[config.mk]
export PLATFORM = sky130hd
export DESIGN_NAME = bht_update_queue
export DESIGN_NICKNAME = d
export VERILOG_FILES = /design/src/rtl/bht_update_queue.sv
export SDC_FILE = /design/constraint.sdc
export NUM_CORES = 1
export LEC_CHECK = 0
export ABC_AREA = 1
export BUFFER_PORTS_ARGS = -buffer_cell sky130_fd_sc_hd__buf_2
export CAP_MARGIN = 25
export CORE_ASPECT_RATIO = 0.75
export CORE_MARGIN = 8
export CORE_UTILIZATION = 30
export DETAILED_ROUTE_END_ITERATION = 10
export GPL_ROUTABILITY_DRIVEN = 1
export HOLD_SLACK_MARGIN = 0.05
export SETUP_SLACK_MARGIN = 0.4
export SYNTH_ARGS = -nofsm -noshare
export SYNTH_HDL_FRONTEND = slang
export SYNTH_SLANG_ARGS = --single-unit
[constraint.sdc]
create_clock -name clk_i -period 8.25 [get_ports clk_i]
set_input_delay 0.825 -clock clk_i [delete_from_list [all_inputs] [get_ports clk_i]]
set_output_delay 0.825 -clock clk_i [all_outputs]
set_load 0.01 [all_outputs]
[src/rtl/bht_update_queue.sv]
// Circular queue of resolved branch outcomes feeding the BHT update port; drops (and counts) when full.
// Optional build macro BHT_UPD_COALESCE_EN merges a repeat of the most recently queued PC into that entry.
module bht_update_queue #(
    parameter int DEPTH      = 4,
    parameter int VLEN       = 64,
    parameter int DROP_CNT_W = 16
) (
    input  logic                       clk_i,
    input  logic                       rst_i,
    input  logic                       flush_i,
    input  logic                       debug_mode_i,
    input  logic                       resolve_valid_i,
    input  logic [VLEN-1:0]            resolve_pc_i,
    input  logic                       resolve_taken_i,
    output logic                       upd_valid_o,
    output logic [VLEN-1:0]            upd_pc_o,
    output logic                       upd_taken_o,
    input  logic                       upd_ready_i,
    output logic [$clog2(DEPTH+1)-1:0] count_o,
    output logic [DROP_CNT_W-1:0]      drop_cnt_o
);

    localparam int PTR_W = (DEPTH > 1) ? $clog2(DEPTH) : 1;
    localparam int CNT_W = $clog2(DEPTH + 1);
    localparam logic [CNT_W-1:0] FULL_CNT = CNT_W'(DEPTH);

    logic [VLEN-1:0]       pc_mem [DEPTH];
    logic [DEPTH-1:0]      taken_mem;

    logic [PTR_W-1:0]      head_q, head_d;
    logic [PTR_W-1:0]      tail_q, tail_d;
    logic [CNT_W-1:0]      count_q, count_d;
    logic [DROP_CNT_W-1:0] drop_q, drop_d;

    logic                  deq, req, enq, drop, coal, full;
    logic [PTR_W-1:0]      last_ptr;

    always_comb begin
        deq      = (count_q != '0) && upd_ready_i;
        req      = resolve_valid_i && !debug_mode_i && !flush_i;
        full     = (count_q == FULL_CNT);
        last_ptr = tail_q - PTR_W'(1);
`ifdef BHT_UPD_COALESCE_EN
        // A sole entry leaving this cycle can no longer absorb the repeat.
        coal = req && (count_q != '0) && (pc_mem[last_ptr] == resolve_pc_i)
               && !(deq && (count_q == CNT_W'(1)));
`else
        coal = 1'b0;
`endif
        enq  = req && !coal && (!full || deq);
        drop = req && !coal && full && !deq;

        head_d  = head_q;
        tail_d  = tail_q;
        count_d = count_q;
        drop_d  = drop_q;

        if (flush_i) begin
            head_d  = '0;
            tail_d  = '0;
            count_d = '0;
        end else begin
            if (deq) head_d = head_q + PTR_W'(1);
            if (enq) tail_d = tail_q + PTR_W'(1);
            if (enq && !deq)      count_d = count_q + CNT_W'(1);
            else if (deq && !enq) count_d = count_q - CNT_W'(1);
        end

        if (drop && (drop_q != '1)) drop_d = drop_q + DROP_CNT_W'(1);
    end

    always_ff @(posedge clk_i or posedge rst_i) begin
        if (rst_i) begin
            head_q  <= '0;
            tail_q  <= '0;
            count_q <= '0;
            drop_q  <= '0;
        end else begin
            head_q  <= head_d;
            tail_q  <= tail_d;
            count_q <= count_d;
            drop_q  <= drop_d;
        end
    end

    // Entry storage carries no reset; visibility is governed by count_q.
    always_ff @(posedge clk_i) begin
        if (enq) begin
            pc_mem[tail_q]    <= resolve_pc_i;
            taken_mem[tail_q] <= resolve_taken_i;
        end else if (coal) begin
            taken_mem[last_ptr] <= resolve_taken_i;
        end
    end

    assign upd_valid_o = (count_q != '0);
    assign upd_pc_o    = upd_valid_o ? pc_mem[head_q] : '0;
    assign upd_taken_o = upd_valid_o ? taken_mem[head_q] : 1'b0;
    assign count_o     = count_q;
    assign drop_cnt_o  = drop_q;

endmodule
Word-level counts from Yosys, hierarchy flattened --
Memories as Yosys holds them, arrays and structs flattened. Cells that the tools add are included.
Cells by class: reductions and logical operators 20, $lt $le $gt $ge 3, eq/ne operators 2, mux-type cells 16, $add $sub $neg 5
Operators by type and width (number):
- $mux 64 | 1
- $add 16x1->16 const B | 1
- $ne 16x16->1 const B | 1
- $logic_and 1x1->1 | 10
- $mux 3 | 3
- $mux 2 | 4
- $lt 2x3->1 const B | 2
- $reduce_bool 3->1 | 2
- $logic_not 1->1 | 5
- $mux 1 | 5
- $add 2x1->2 const B | 2
- $bwmux 4 | 1
- $reduce_bool 2->1 | 2
- $add 3x1->3 const B | 1
- $eq 3x3->1 const B | 1
- $sub 3x1->3 const B | 1
- $bmux 1 s2 | 1
- $demux 1 s2 | 1
- $ge 2x1->1 const B | 1
- $logic_or 1x1->1 | 1
Word-level totals: memories kept 1, register bits after elaboration 27, bits in writable memories 256, input bits 71
Memory list:
- pc_mem | words 4, width 64, rd ports 1, clocked after memory_dff 0, wr ports 1, RTL line 27 | logic [VLEN-1:0] pc_mem [DEPTH];

Depth between registers and ports, before layout --
Gate-level depths: netlist (run 1).
word-level depth 9, depth in mapped cells 10, gate-level depth less buffers 10

Worst setup path before layout (run 1) --
OpenSTA, ideal clock, no wires.
path type input port to flip-flop, start point input port debug_mode_i, end point memory pc_mem[0][0], enable pin, slack 3.744 ns, arrival time 4.018 ns, stages on the path 5, path buffers 0, required time 7.761 ns, cells stage by stage inv_1 nand2_1 nor2_1 nand2_1 nor2_1
Between the ends: longest elaborated chain between the ends 6
RTL lines:
- start: declaration | RTL line 11 | input logic debug_mode_i,
- $logic_not 1->1 | RTL line 40 | req = resolve_valid_i && !debug_mode_i && !flush_i;
- $logic_and 1x1->1 (2 in series) | RTL line 40
- $logic_and 1x1->1 | RTL line 50 | enq = req && !coal && (!full || deq);
- $mux 1 | RTL line 88 | if (enq) begin
- $mux 1 (not written as such) | RTL line 89 | pc_mem[tail_q] <= resolve_pc_i;
- end: declaration | RTL line 27
Every way passes these cells.

Worst setup path after layout (run 1) --
start point register head_q[0], end point output port upd_pc_o[44]
Between the ends: longest elaborated chain between the ends 2
RTL lines:
- start: declaration | RTL line 30 | logic [PTR_W-1:0] head_q, head_d;
- start signal: assignment | RTL line 74 | head_q <= '0;
- start signal: assignment | RTL line 79 | head_q <= head_d;
- $mem_v2 4x64
- $mux 64 | RTL line 97 | assign upd_pc_o = upd_valid_o ? pc_mem[head_q] : '0;
- end: declaration | RTL line 16 | output logic [VLEN-1:0] upd_pc_o,
Every way passes these cells.

==> results_dict.tcl, run 1 <==
set metrics [dict create \
    wl_per_cell_um 16.86 \
    overflow 0 \
    endpoint_kind "primary output" \
    hp-class "primary input to asynchronous set/reset pin" \
    worst_pin_slew_ns 1.015 \
    io_buffers 155 \
    cts_hold_repair.buffers 0 \
    hold-worst-slack_ns 0.3394 \
    grt_setup_unrepaired "false" \
    drc_errors 0 \
    syn_area_per_cell_um2 11.91 \
    synth_cell_types 31 \
    seq_area_frac_synth 0.7311 \
    num_vias 7533 \
    syn_nets 1040 \
    gp_congestion 0.7660 \
    area_growth_pct 20.53 \
    status "finished, final reports clean" \
    final_common_cell "nor2_1" \
    max_freq_ghz 0.2441 \
    cts.clk_slew.worst_paths_ns 0.06 \
    ios 156 \
    ir_worst_vdd_mv 0.1530 \
    synth_warnings 0 \
    antenna_found_initial 2 \
    placed_cell_area_um2 12800 \
    final_antenna_net_count 0 \
    n_fill_cell 3734 \
    drive_gt1_frac 0.2065 \
    vias_per_cell 4.579 \
    syn_inst 963 \
    final-setup-viol-count 0 \
    powerDensity_nw_per_um2 266.8 \
    clockRootBuffer "clkbuf_16" \
    coreArea_um2 38010 \
    clk_latency_ns 0.57 \
    worstPathMaxFanout 98 \
    required_ns 7.42 \
    final_area_um2 13820 \
    first_pass_iters 5 \
    die_y_um 185.3 \
    fp.dieW_um 241.7 \
    critical_path_class "flip-flop to primary output" \
    cts.sinks 283 \
    cts_resized 0 \
    critPathLaunchType "flip-flop" \
    cts_tree "done" \
    syn_area_um2 11470 \
    h-tree-depth 1 \
    power.leakage_nw 5.121 \
    fin_crit_sh 0.4966 \
    grt_usage 0.1211 \
    hold_violations 0 \
    maxCapViolCount 0 \
    synth_seq_cells 283 \
    antenna_cells 0 \
    wl_um 27730 \
    multiInputGateArea_um2 2758 \
    post_cts_buffers 0 \
    nets 1187 \
    std_cell_rows 62 \
    final.setup_skew_ns 0.02714 \
    slew_headroom 0.3235 \
    hpwlAfterDp_um 16180 \
    drtIter0Drc 446 \
    final_cell_mix "273 x nor2_1, 260 x edfxtp_1, 155 x buf_2, 138 x o21ai_0, 68 x a21oi_1" \
    cts_made_buffers 29 \
    crit_arrival_ns 3.27 \
    synthFlopType "edfxtp_1" \
    grt_max_degree 99 \
    seqCellArea_um2 8388 \
    die_area_um2 44800 \
    final.min_clock_period_ns 4.097 \
    grt_pass1_vias 7462 \
    synth_edf_count 260 \
    setup-tns-final_ns 0 \
    initial_core_util 0.3016 \
    async_flop_share 0.08127 \
    grt_pass1_wl_um 43540 \
    cts_buffer_depth 3 \
    final_max_slew_viol_count 0 \
]
cell usage after synthesis, types with 2 or more instances:
master,number,area [um2]
a21oi_1,68,340.3
buf_1,7,26.28
buf_2,21,105.1
clkbuf_1,21,78.83
dfrtp_1,23,575.6
edfxtp_1,260,7807
ha_1,5,62.56
inv_1,27,101.4
nand2_1,64,240.2
nand2_4,2,22.52
nand3_1,15,75.07
nand3_2,4,40.04
nand4_1,4,25.02
nor2_1,277,1040
nor3_1,5,25.02
o21ai_0,138,690.7
xnor2_1,3,26.28
xor2_1,6,52.55
flip-flops by register name (all words and copies together), names as in the netlist:
signal / count
pc_mem: 256
drop_cnt_o: 16
taken_mem: 4
count_o: 3
head_q: 2
tail_q: 2
worst max-delay path: stages (launching register included):
cell	delay [ns]
dfrtp_4	0.69
clkinv_2	0.42
buf_4	0.82
o21ai_0	0.23
a21oi_1	0.31
buf_2	0.19
power breakdown:
group          switching, mW  internal (mW)
registers             0.0391           1.60
clock network          0.542          0.799
logic                  0.478          0.226
layout make-up:
type                       count  share of cell area
inverter                      29            0.008148
multi-input combinational    599              0.1995
sequential                   283              0.6070
clock buffer                  33             0.05360
tap                          512             0.04636
timing repair buffer         168             0.06845
clock inverter                21             0.01693
metrics by stage:
step | power, mW | setup slack (ns) | std cells | utilization
final | 3.687 | 4.153 | 1645 | 0.3636
after detailed placement | 2.390 | 4.660 | 1589 | 0.3367
after floorplan | 2.085 | 3.744 | 963 | -
after global placement | 2.381 | 4.683 | 1587 | 0.3352
after global routing | 3.887 | 3.842 | 1645 | 0.3636
after CTS | 3.749 | 4.059 | 1643 | 0.3623
path summary, 6_finish.rpt:
check	from	to	slack [ns]	depth (start not counted)
worst max-delay path	head_q[0]$_DFFE_PP0P_	upd_pc_o[44]	4.15	5
worst min-delay path	rst_i	drop_cnt_o[10]$_DFFE_PP0P_	0.34	3
worst max register to register	head_q[0]$_DFFE_PP0P_	head_q[1]$_DFFE_PP0P_	5.84	4
worst min register to register	count_o[1]$_DFFE_PP0P_	count_o[1]$_DFFE_PP0P_	0.54	2
max in group asynchronous	rst_i	head_q[0]$_DFFE_PP0P_	7.75	3
min in group clk_i	resolve_pc_i[58]	pc_mem[0][58]$_DFFE_PP_	0.47	1
routing by layer:
metal  up-vias  GRT usage  wire, um
li1       3656          -         -
met1      3653     0.1632     13120
met2       184     0.1986     12680
met3        38    0.02709      1363
met4         2    0.02769       561
met5         -          0        13
kinds of logic (layout without fill, tap and decap cells):
group / after synthesis / count (layout) / synth area share
fa+ha+maj: 6 / 6 / 0.007202
xor+xnor: 10 / 10 / 0.008294
compound gates: 207 / 207 / 0.09035
flops: 283 / 283 / 0.7311
simple gates: 376 / 376 / 0.1320
buf+inv: 81 / 251 / 0.03099
Note: power is estimated with default switching activity, not from simulation.
==> inputs of run 2 (changes only) <==
Clock period 8.25 ns to 3.6 ns, I/O delays scaled along.
==> run 2 against run 1 <==
  * Count of clock-buffer cells in the layout grew 3
  * Sequential power is 130% higher
  * Combinational power increased by 140%
  * Critical path depth increased by 1
  * Die area unchanged
  * Worst setup slack lost 3.5 ns
  * Sequential share of layout area fell by 3.0 points
  * Final cell count up 4.3%
  * Via count increased by 2.0%
  * Sequential cell count is the same
  * Non-clock buffer count grew 68
  * First-iteration DRC count down 8.5%
==> results_dict.tcl, run 2 (synthesized netlist as in run 1, its figures left out) <==
set metrics [dict create \
    post-place-ws_ns 1.221 \
    overflow 0 \
    antenna_found_initial 3 \
    post_cts_buffers 0 \
    setup_slack_ns 0.6912 \
    cts_buffer_depth 3 \
    r2r_slack_ns 1.57 \
    final_common_cell "nor2_1" \
    endpoint "upd_pc_o[35]" \
    final-setup-viol-count 0 \
    crit_buf_inv 2 \
    std_cell_rows 62 \
    drtIter0Drc 408 \
    dp.cells 1592 \
    critPathLaunchType "flip-flop" \
    hold-worst-slack_ns 0.1377 \
    r2r_cells 5 \
    maxCapViolCount 0 \
    setup-tns-final_ns 0 \
    grt_setup_unrepaired "false" \
    worst_pin_slew_ns 0.8962 \
    worstPathMaxFanout 52 \
    h-tree-depth 1 \
    coreArea_um2 38010 \
    crit_arrival_ns 2.55 \
    drive_gt1_frac 0.1970 \
    regMostFlops "pc_mem" \
    total_power_mw 8.642 \
    r2r_end "pc_mem[3][46]$_DFFE_PP_" \
    switching_share 0.2836 \
    power.switching_mw 2.451 \
    grt_pass1_wl_um 44730 \
    placed_cell_area_um2 12820 \
    final_cell_mix "273 x nor2_1, 260 x edfxtp_1, 155 x buf_2, 138 x o21ai_0, 68 x a21oi_1" \
    fp.dieW_um 241.7 \
    p_seq_frac 0.434 \
    slew_headroom 0.4025 \
    die_y_um 185.3 \
    powerDensity_nw_per_um2 594.5 \
    worstReg2RegStart "count_o[0]$_DFFE_PP0P_" \
    hpwlAfterDp_um 16310 \
    crit_start "head_q[0]$_DFFE_PP0P_" \
    cp_slowest_cell "dfrtp_4" \
    path_common_cell "nor2_1" \
    n_fill_cell 3703 \
    first_pass_iters 5 \
    vias_per_cell 4.477 \
    cts_tree "done" \
    ir_worst_vdd_mv 0.4067 \
    final.setup_skew_ns 0.008546 \
    pwr-share-comb 0.197 \
    grt_pass1_vias 7891 \
    cp_top_family "buffers and inverters" \
    ios 156 \
    final_area_um2 14540 \
    max_freq_ghz 0.3438 \
    hp-class "primary input to flip-flop" \
    status "finished, final reports clean" \
    cts_made_buffers 30 \
    fin_util 0.3825 \
    grt_usage 0.1244 \
    fin_crit_sh 0.8080 \
    cts.sinks 283 \
    hold_violations 0 \
    num_vias 7682 \
    final.min_clock_period_ns 2.909 \
    grt_max_degree 77 \
    clockRootBuffer "clkbuf_16" \
    area_growth_pct 26.79 \
    die_area_um2 44800 \
    final_antenna_net_count 0 \
    fin_cells 1716 \
    required_ns 3.24 \
    clock_power_share 0.369 \
    wl_um 28740 \
    drc_errors 0 \
    nets 1256 \
    clk_latency_ns 0.55 \
    initial_core_util 0.3016 \
    cp_num_cells 6 \
    endpoint_kind "primary output" \
    cts.clk_slew.worst_paths_ns 0.06 \
    power.leakage_nw 5.421 \
    gp_congestion 0.7759 \
    crit_chain "buf_4, nor2_1, nor2_1, o21ai_0, a21oi_1, buf_2" \
    critical_path_class "flip-flop to primary output" \
    cpPeakStageDelay_ns 0.64 \
    largest_register_ff_count 256 \
    io_buffers 155 \
    final_max_slew_viol_count 0 \
    p_int_mw 6.192 \
    wl_per_cell_um 16.75 \
]
-- run 2: per-layer routing --
layer	vias to the layer above	global-route usage	share of wire
li1	3798	-	-
met1	3682	0.1628	0.46
met2	163	0.2086	0.46
met3	35	0.03242	0.055
met4	4	0.02408	0.015
met5	-	0	0.00059
-- run 2: how the worst min path moves through the flow --
stage | startpoint | to | cells after the start
after floorplan | rst_i | count_o[0]$_DFFE_PP0P_ | 1
after global placement | count_o[1]$_DFFE_PP0P_ | count_o[1]$_DFFE_PP0P_ | 2
after detailed placement | count_o[1]$_DFFE_PP0P_ | count_o[1]$_DFFE_PP0P_ | 2
after CTS | upd_ready_i | head_q[0]$_DFFE_PP0P_ | 3
after global routing | upd_ready_i | head_q[0]$_DFFE_PP0P_ | 3
final | upd_ready_i | head_q[0]$_DFFE_PP0P_ | 3
-- run 2: repair_timing --
item,4_1_cts,5_1_grt
endpoints found under the hold margin,283,0
hold buffers,66,0
resized for setup,0,1
setup endpoints to repair,0,1
-- run 2: worst register-to-register path: cells and delay by family, from the launching register on --
family | cells | cell delay (ns)
flip-flops | 1 | 0.39
buffers and inverters | 1 | 0.57
AND/OR/NAND/NOR | 4 | 0.68
-- run 2: cell type report --
cell class	instances	area, um2	area share
Clock buffer	36	794.5	0.05465
Tap cell	512	640.6	0.04407
Timing Repair Buffer	236	1603	0.1103
Inverter	29	112.6	0.007746
Sequential cell	283	8388	0.5770
Multi-Input combinational cell	599	2758	0.1897
Antenna cell	1	2.502	0.0001721
Clock inverter	20	239.0	0.01644
-- run 2: power groups by stage --
stage / sequential [mW] / combinational [mW] / clock, mW
after floorplan: 3.80 / 0.979 / 0
after global placement: 3.81 / 1.68 / 0
after detailed placement: 3.82 / 1.69 / 0
after CTS: 3.75 / 1.76 / 3.30
after global routing: 3.76 / 1.93 / 3.42
final: 3.75 / 1.71 / 3.19
==> inputs of run 3 (changes only) <==
Clock period 3.6 ns to 2.5 ns, I/O delays scaled along.
==> run 3 against run 2 <==
  * Total power increased by 67%
  * Utilization increased by 4.8 points
  * Count of clock-buffer cells in the layout decreased by 5
  * Combinational power increased by 140%
  * Sequential cell count unchanged
  * Critical path type unchanged
==> results_dict.tcl, run 3 (synthesized netlist as in run 1, its figures left out) <==
set metrics [dict create \
    crit_chain "buf_12, buf_16, clkbuf_16, nor2_2, nor2_1, o21ai_1, a21oi_1, buf_2" \
    io_buffers 155 \
    regMostFlops "pc_mem" \
    required_ns 2.25 \
    num_vias 8370 \
    hp-class "primary input to flip-flop" \
    largest_register_ff_count 256 \
    max_freq_ghz 0.4292 \
    clk_latency_ns 0.58 \
    cp_slowest_cell "dfrtp_4" \
    endpoint_kind "primary output" \
    final_cell_mix "260 x edfxtp_1, 201 x nor2_1, 152 x buf_2, 69 x o21ai_1, 69 x dlygate4sd3_1" \
    n_fill_cell 3507 \
    cts_buffer_depth 3 \
    cts_made_buffers 31 \
    multiInputGateArea_um2 3212 \
    critPathLaunchType "flip-flop" \
    hpwlAfterDp_um 17120 \
    final_antenna_net_count 0 \
    total_power_mw 14.42 \
    cpPeakStageDelay_ns 0.50 \
    final_max_slew_viol_count 0 \
    fin_cells 1775 \
    initial_core_util 0.3016 \
    crit_arrival_ns 2.08 \
    h-tree-depth 1 \
    grt_usage 0.1459 \
    ios 156 \
    antenna_found_initial 3 \
    grt_setup_unrepaired "true" \
    wl_um 36670 \
    fin_crit_sh 0.9319 \
    die_area_um2 44800 \
    nets 1314 \
    status "finished, final reports clean" \
    grt_pass1_vias 8270 \
    ir_worst_vdd_mv 0.5141 \
    dp.cells 1599 \
    final-setup-viol-count 0 \
    fp.dieW_um 241.7 \
    final_common_cell "edfxtp_1" \
    first_pass_iters 6 \
    worst_pin_slew_ns 0.6786 \
    powerDensity_nw_per_um2 881.2 \
    seqCellArea_um2 8389 \
    drtIter0Drc 566 \
    vias_per_cell 4.715 \
    grt_pass1_wl_um 50500 \
    area_growth_pct 42.67 \
    die_y_um 185.3 \
    gp_congestion 0.7863 \
    overflow 0 \
    cts_tree "done" \
    worstPathMaxFanout 8 \
    slew_headroom 0.5471 \
    wl_per_cell_um 20.66 \
    clockRootBuffer "clkbuf_16" \
    critical_path_class "flip-flop to primary output" \
    power.leakage_nw 6.090 \
    drive_gt1_frac 0.3109 \
    std_cell_rows 62 \
    cp_top_family "buffers and inverters" \
    placed_cell_area_um2 12970 \
    final.min_clock_period_ns 2.330 \
    final_area_um2 16360 \
    crit_buf_inv 4 \
    final.setup_skew_ns 0.01336 \
    cts.sinks 283 \
    setup-tns-final_ns 0 \
    hold_violations 0 \
    coreArea_um2 38010 \
    maxCapViolCount 0 \
    grt_max_degree 48 \
    drc_errors 0 \
    cts.clk_slew.worst_paths_ns 0.07 \
]
run 3: report_power, final:
part	internal [mW]	leakage (nW)	switching [mW]	total, mW
registers	5.29	2.64	0.0908	5.38
logic	1.76	2.92	2.33	4.09
clock network	2.92	0.526	2.02	4.94
total	9.97	6.09	4.44	14.4
run 3: path summary, 6_finish.rpt:
kind / start / end / slack, ns / cells after the start
worst max-delay path: head_q[0]$_DFFE_PP0P_ / upd_pc_o[28] / 0.17 / 8
worst min-delay path: debug_mode_i / tail_q[1]$_DFFE_PP0P_ / 0.23 / 6
worst max register to register: head_q[0]$_DFFE_PP0P_ / head_q[0]$_DFFE_PP0P_ / 0.54 / 7
worst min register to register: count_o[1]$_DFFE_PP0P_ / count_o[1]$_DFFE_PP0P_ / 0.55 / 2
max in group asynchronous: rst_i / drop_cnt_o[2]$_DFFE_PP0P_ / 1.58 / 4
min in group asynchronous: rst_i / drop_cnt_o[7]$_DFFE_PP0P_ / 0.32 / 3
run 3: area by class of cell:
class / count / share of cell area
clock inverter: 26 / 0.01996
inverter: 29 / 0.009943
timing repair buffer: 293 / 0.1740
clock buffer: 31 / 0.04742
sequential: 283 / 0.5128
antenna: 2 / 0.0003060
multi-input combinational: 599 / 0.1963
tap: 512 / 0.03916
run 3: tightest hold or removal path: stages:
cell and delay [ns]:
buf_2 0.08, inv_1 0.03, nand2_1 0.18, nor2_2 0.11, nand3_1 0.08, nand2_1 0.05
run 3: what timing repair did:
item,in CTS,in global routing
hold buffers,69,0
setup endpoints to repair,65,65
gates cloned,16,16
pin swaps,7,90
hold endpoints to repair,277,0
gates resized for setup,64,190
buffers inserted,10,6
run 3: per-stage QoR:
stage | utilization | hold slack [ns] | setup WS (ns)
after floorplan | - | 0.2519 | 0.3639
after global placement | 0.3412 | 0.4027 | 0.5998
after detailed placement | 0.3412 | 0.3856 | 0.6173
after CTS | 0.4062 | 0.1817 | 0.1531
after global routing | 0.4303 | 0.2173 | 0.08798
final | 0.4303 | 0.2306 | 0.1702
run 3: per-layer routing:
metal	wire [um]	vias up	GRT usage
met3	1872	53	0.02853
met1	17070	4148	0.1964
met4	725	2	0.03178
li1	-	3934	-
met5	11	-	0
met2	16990	233	0.2437
